## src/rtl/pid_ctrl_pipe.sv

```systemverilog
// pid_ctrl_pipe: two-stage pipelined PID controller, n_con = P + I + D.
// Stage 1 captures gains and error products at the accept edge.
// Stage 2 updates the clamped integrator (with conditional-integration
// anti-windup), sums the three terms and saturates the control word.
// Optional macro PID_CTRL_DERIV_FILTER_EN adds a first-order low-pass on
// the derivative term (shift D_SHIFT); without it the raw derivative is used.
// Handshake: a sample is taken when in_valid && en at a rising f_pwm edge;
// there is no backpressure, and out_valid pulses for one cycle two edges
// later with n_con/out_sat/int_sat updated (they hold otherwise).
module pid_ctrl_pipe #(
    parameter int EW      = 10,
    parameter int GW      = 10,
    parameter int OUT_W   = 19,
    parameter int ACC_W   = 24,
    parameter int I_SHIFT = 3,
    parameter int I_MAX   = (1 << (ACC_W - 1)) - 1
`ifdef PID_CTRL_DERIV_FILTER_EN
    , parameter int D_SHIFT = 2
`endif
) (
    input  logic                    f_pwm,
    input  logic                    rst_n,
    input  logic                    en,
    input  logic                    clr_int,
    input  logic                    in_valid,
    input  logic signed [EW-1:0]    n_er,
    input  logic signed [GW-1:0]    k_p,
    input  logic signed [GW-1:0]    k_i,
    input  logic signed [GW-1:0]    k_d,
    output logic                    out_valid,
    output logic signed [OUT_W-1:0] n_con,
    output logic                    out_sat,
    output logic                    int_sat
);
    localparam int PW = EW + GW;          // P and integrator increment width
    localparam int DW = EW + GW + 1;      // derivative width (difference is EW+1)
    localparam int AW = ((ACC_W > PW) ? ACC_W : PW) + 1;
    localparam int MW = (DW > ACC_W) ? DW : ACC_W;
    localparam int SW = ((MW > OUT_W) ? MW : OUT_W) + 2;

    localparam logic signed [AW-1:0] LIM_HI = AW'(I_MAX);
    localparam logic signed [AW-1:0] LIM_LO = -LIM_HI;
    localparam logic signed [SW-1:0] OUT_HI = {{(SW-OUT_W+1){1'b0}}, {(OUT_W-1){1'b1}}};
    localparam logic signed [SW-1:0] OUT_LO = ~OUT_HI;

    // stage 1 registers
    logic                    r_v1;
    logic signed [PW-1:0]    r_p;
    logic signed [PW-1:0]    r_inc;
    logic signed [EW-1:0]    r_e_prev;
    // stage 2 state
    logic signed [ACC_W-1:0] r_acc;

    logic                    w_accept;
    logic signed [EW-1:0]    w_e_base;
    logic signed [EW:0]      w_e_diff;
    logic signed [PW-1:0]    w_p;
    logic signed [PW-1:0]    w_inc;
    logic signed [DW-1:0]    w_d;
    logic signed [DW-1:0]    w_d_use;

    // Stage-1 arithmetic: products and first difference of the incoming sample
    always_comb begin
        w_accept = in_valid && en;
        w_e_base = clr_int ? '0 : r_e_prev;
        w_e_diff = (EW+1)'(n_er) - (EW+1)'(w_e_base);
        w_p      = PW'(n_er) * PW'(k_p);
        w_inc    = PW'(n_er) * PW'(k_i);
        w_d      = DW'(w_e_diff) * DW'(k_d);
    end

`ifdef PID_CTRL_DERIV_FILTER_EN
    logic signed [DW-1:0] r_df;
    logic signed [DW-1:0] w_df_base;
    logic signed [DW:0]   w_df_delta;
    logic signed [DW-1:0] w_df_nx;

    // Derivative low-pass: move the filter state 1/2^D_SHIFT of the way to d
    always_comb begin
        w_df_base  = clr_int ? '0 : r_df;
        w_df_delta = (DW+1)'(w_d) - (DW+1)'(w_df_base);
        w_df_nx    = DW'((DW+1)'(w_df_base) + (w_df_delta >>> D_SHIFT));
        w_d_use    = r_df;
    end
`else
    logic signed [DW-1:0] r_d;

    // Raw derivative feeds stage 2 directly
    always_comb begin
        w_d_use = r_d;
    end
`endif

    // Stage-1 register: capture products on accept, clear history on clr_int
    always_ff @(posedge f_pwm or negedge rst_n) begin
        if (!rst_n) begin
            r_v1     <= 1'b0;
            r_p      <= '0;
            r_inc    <= '0;
            r_e_prev <= '0;
`ifdef PID_CTRL_DERIV_FILTER_EN
            r_df     <= '0;
`else
            r_d      <= '0;
`endif
        end else begin
            r_v1 <= w_accept;
            if (w_accept) begin
                r_p      <= w_p;
                r_inc    <= w_inc;
                r_e_prev <= n_er;
`ifdef PID_CTRL_DERIV_FILTER_EN
                r_df     <= w_df_nx;
`else
                r_d      <= w_d;
`endif
            end else if (clr_int) begin
                r_e_prev <= '0;
`ifdef PID_CTRL_DERIV_FILTER_EN
                r_df     <= '0;
`endif
            end
        end
    end

    logic                    w_hold;
    logic signed [AW-1:0]    w_acc_sum;
    logic signed [AW-1:0]    w_acc_clip;
    logic signed [ACC_W-1:0] w_acc_nx;
    logic signed [ACC_W-1:0] w_i_term;
    logic signed [SW-1:0]    w_sum;
    logic signed [OUT_W-1:0] w_con_nx;
    logic                    w_out_sat_nx;
    logic                    w_int_sat_nx;

    // Stage-2 arithmetic: anti-windup, integrator clamp, sum and output clip
    always_comb begin
        w_hold    = out_sat && (r_inc != '0) && (r_inc[PW-1] == n_con[OUT_W-1]);
        w_acc_sum = AW'(r_acc) + (w_hold ? AW'(0) : AW'(r_inc));
        if (clr_int)
            w_acc_clip = '0;
        else if (w_acc_sum > LIM_HI)
            w_acc_clip = LIM_HI;
        else if (w_acc_sum < LIM_LO)
            w_acc_clip = LIM_LO;
        else
            w_acc_clip = w_acc_sum;
        w_acc_nx     = ACC_W'(w_acc_clip);
        w_int_sat_nx = (w_acc_clip == LIM_HI) || (w_acc_clip == LIM_LO);
        w_i_term     = w_acc_nx >>> I_SHIFT;
        w_sum        = SW'(r_p) + SW'(w_i_term) + SW'(w_d_use);
        w_out_sat_nx = 1'b1;
        if (w_sum > OUT_HI)
            w_con_nx = OUT_HI[OUT_W-1:0];
        else if (w_sum < OUT_LO)
            w_con_nx = OUT_LO[OUT_W-1:0];
        else begin
            w_con_nx     = OUT_W'(w_sum);
            w_out_sat_nx = 1'b0;
        end
    end

    // Stage-2 register: publish result, update or clear the integrator
    always_ff @(posedge f_pwm or negedge rst_n) begin
        if (!rst_n) begin
            out_valid <= 1'b0;
            n_con     <= '0;
            out_sat   <= 1'b0;
            int_sat   <= 1'b0;
            r_acc     <= '0;
        end else begin
            out_valid <= r_v1;
            if (r_v1) begin
                n_con   <= w_con_nx;
                out_sat <= w_out_sat_nx;
                int_sat <= w_int_sat_nx;
            end
            if (clr_int || r_v1)
                r_acc <= w_acc_nx;
        end
    end
endmodule
```

## config.mk

```make
export PLATFORM = sky130hd
export DESIGN_NAME = pid_ctrl_pipe
export DESIGN_NICKNAME = d
export VERILOG_FILES = /design/src/rtl/pid_ctrl_pipe.sv
export SDC_FILE = /design/constraint.sdc
export NUM_CORES = 1
export LEC_CHECK = 0
export CORE_UTILIZATION = 60
export DETAILED_ROUTE_END_ITERATION = 7
export GPL_TIMING_DRIVEN = 0
export PLACE_DENSITY = 0.78
export SLEW_MARGIN = 20
export SYNTH_ARGS = -nofsm -noshare
export SYNTH_HDL_FRONTEND = slang
export SYNTH_SLANG_ARGS = --single-unit
```

## constraint.sdc

```tcl
create_clock -name f_pwm -period 10.9 [get_ports f_pwm]
set_input_delay 3.27 -clock f_pwm [delete_from_list [all_inputs] [get_ports f_pwm]]
set_output_delay 3.27 -clock f_pwm [all_outputs]
set_load 0.005 [all_outputs]
```

==> results.cfg <==
[sta]
hold_viol = 0
skew_ps = 15.4
slew_headroom = 0.255
fmax_mhz = 93.7
post-route-period-util = 0.979
setup_viol = 0
final_max_slew_viol_count = 0
worst_slew_pin_slew_ps = 1110
finalCriticalPeriod_ps = 10670
tns_ps = 0

[clock_network]
clock-root-buffer = clkbuf_16
cts_tree = done
numClockSinks = 118
clock_latency_ps = 430
path_clk_slew_ps = 60
clock_path_buffers = 2
cts_buffers = 17
cts-hold-fix-buffers = 0
htree_levels = 4

[die]
dieHeight_microns = 187
rows = 67
core-area_sq_um = 33600
die_w_microns = 187
die_area_sq_um = 35100
start_util = 0.613
ios = 67

[route]
ant_nets = 0
wire_per_inst_microns = 18.8
wl_mm = 53.6
remaining_drc_errors = 0
first_pass_iters = 6
vias = 17000
via_per_inst = 5.95
drt_iter0_markers = 1349

[layout]
area_delta_synth_final_pct = 9.20
layout_commonest_cell = nand2_1
fin_nets = 2948
final_cell_mix = 308 x nand2_1, 305 x fa_1, 296 x inv_1
post_layout_nonfiller_instances = 2856
drive_above_1_share = 0.0395
final_area_sq_um = 22500

[synth]
syn_nets = 2866
syn_inst = 2312
ys_seq_elements = 118
synth_edf_count = 0
synth_area_per_cell_sq_um = 8.91
synth_async_sr_flop_share = 1.00
synth.top_cells.by_area = fa_1 30%, dfrtp_1 14%, ha_1 12%, nand2_1 5.6%, inv_1 5.4%
seq_area_frac_synth = 0.143
synth_warnings = 0
netlist_area_sq_um = 20600
synth_ff_type = dfrtp_1
synthDistinctLibCells = 82
yosysTopAreaCellShare = 0.296
yosys.area.top_type = fa_1

[grt]
grt_max_degree = 70
grt_overflow = 0
antenna_found_initial = 0
grt_usage = 0.313
grt_pass1_wl_mm = 86.7
grt_pass1_vias = 17200

[flow_run]
max-cap-violations = 0

[setup_path]
cp_common_cell = fa_1
startpoint_type = input port
endpoint_kind = flip-flop
critPathMaxFanout = 10
crit_type = input port to flip-flop
rr_startpoint = r_inc[5]$_DFFE_PN0P_
cp-startpoint = clr_int
crit_slowest_cell = fa_1
worstPathRequired_ps = 11190
critPathArrivalTime_ps = 10960
cp_slowest_stage_delay_ps = 560

[place]
place_area_sq_um = 21700
io_buffer_count = 55
dp_hpwl_mm = 44.1
placedCellCount = 2816
place.gp.congestion = 0.977

[min_path]
min-delay-start = r_v1$_DFF_PN0_
hold_class = flip-flop to flip-flop

[run_status]
status = finished, final reports clean
-- area by class of cell --
| type | count | area, sq um |
|---|---|---|
| Clock buffer | 20 | 447 |
| Buffer | 90 | 407 |
| Inverter | 299 | 1120 |
| Timing Repair Buffer | 64 | 641 |
| Tap cell | 448 | 561 |
| Sequential cell | 118 | 2950 |
| Clock inverter | 12 | 166 |
| Antenna cell | 1 | 2.50 |
| Fill cell | 2771 | 11100 |
| Multi-Input combinational cell | 1804 | 16200 |
-- cell usage after synthesis (4+ instances only) --
library cell	count
a2111oi_0	4
a211o_1	25
a211oi_1	14
a21boi_0	5
a21o_1	32
a21oi_1	82
a221o_1	5
a221oi_1	6
a311o_1	4
a31oi_1	8
and2_1	136
and3_1	16
buf_2	5
clkbuf_1	79
clkbuf_8	5
dfrtp_1	118
fa_1	305
ha_1	204
inv_1	297
maj3_1	10
nand2_1	309
nand2b_1	45
nand3_1	37
nand4_1	12
nor2_1	111
nor2b_1	40
nor3_1	48
nor4_1	14
o211a_1	4
o211ai_1	9
o21a_1	9
o21ai_0	92
o21ai_1	18
o21bai_1	8
o311ai_1	5
o31ai_1	9
o41a_1	4
or2_1	4
or2_2	6
or3_1	11
or4_1	4
xnor2_1	65
xor2_1	33
-- cell families (layout without fill, tap and decap cells) --
family,Yosys count,in the layout,synth area share
multiplexers,5,5,0.00261
XOR/XNOR,98,98,0.0417
adder cells (fa/ha/maj),519,519,0.425
flip-flops,118,118,0.143
other,0,1,0
AO/OA/AOI/OAI,377,377,0.123
AND/OR/NAND/NOR,805,805,0.190
buffers and inverters,390,485,0.0742
-- flip-flops by register name, indices dropped and copies added, names as in the netlist --
register   flops
int_sat        1
n_con         19
out_sat        1
out_valid      1
r_acc         24
r_d           21
r_e_prev      10
r_inc         20
r_p           20
r_v1           1
-- worst paths after layout --
kind	to	slack, ps	depth (start not counted)
setup / recovery	r_d[20]$_DFFE_PN0P_	230	31
max in group asynchronous	r_p[6]$_DFFE_PN0P_	7350	2
hold / removal	out_valid$_DFF_PN0_	450	0
min in group asynchronous	r_acc[15]$_DFFE_PN0P_	2770	1
setup reg to reg	n_con[17]$_DFFE_PN0P_	1440	33
hold reg to reg	out_valid$_DFF_PN0_	450	0
-- metrics by stage --
step | setup slack, ps | hold slack [ps] | utilization
finish | 230 | 453 | 0.669
global route | -81.0 | 474 | 0.669
CTS | 59.0 | 442 | 0.665
detailed placement | -1120 | 430 | 0.647
global placement | -759 | 405 | 0.646
floorplan | 672 | 396 | -
-- metal layers --
metal | part of all wire | GRT usage
met1 | 0.41 | 0.415
met2 | 0.49 | 0.531
met3 | 0.065 | 0.0394
met4 | 0.030 | 0.102
met5 | 0 | 0
-- repair_timing --
action / 4_1_cts / 5_1_grt
buffers inserted: 0 / 8
resized for setup: 7 / 17
setup endpoints to repair: 6 / 6
pin swaps: 0 / 4
-- worst max-delay path: cells and delay by family --
kind                       cells  cell delay, ps
adders and majority gates      7            3110
buffers and inverters          6             800
xor gates and xnor gates       1             250
AOI/OAI and AO/OA             12            2620
and+or+nand+nor                5             910
Power is left out: the tool's default activity adds up to more than one toggle a clock period on the data nets, which glitch-free logic cannot reach.
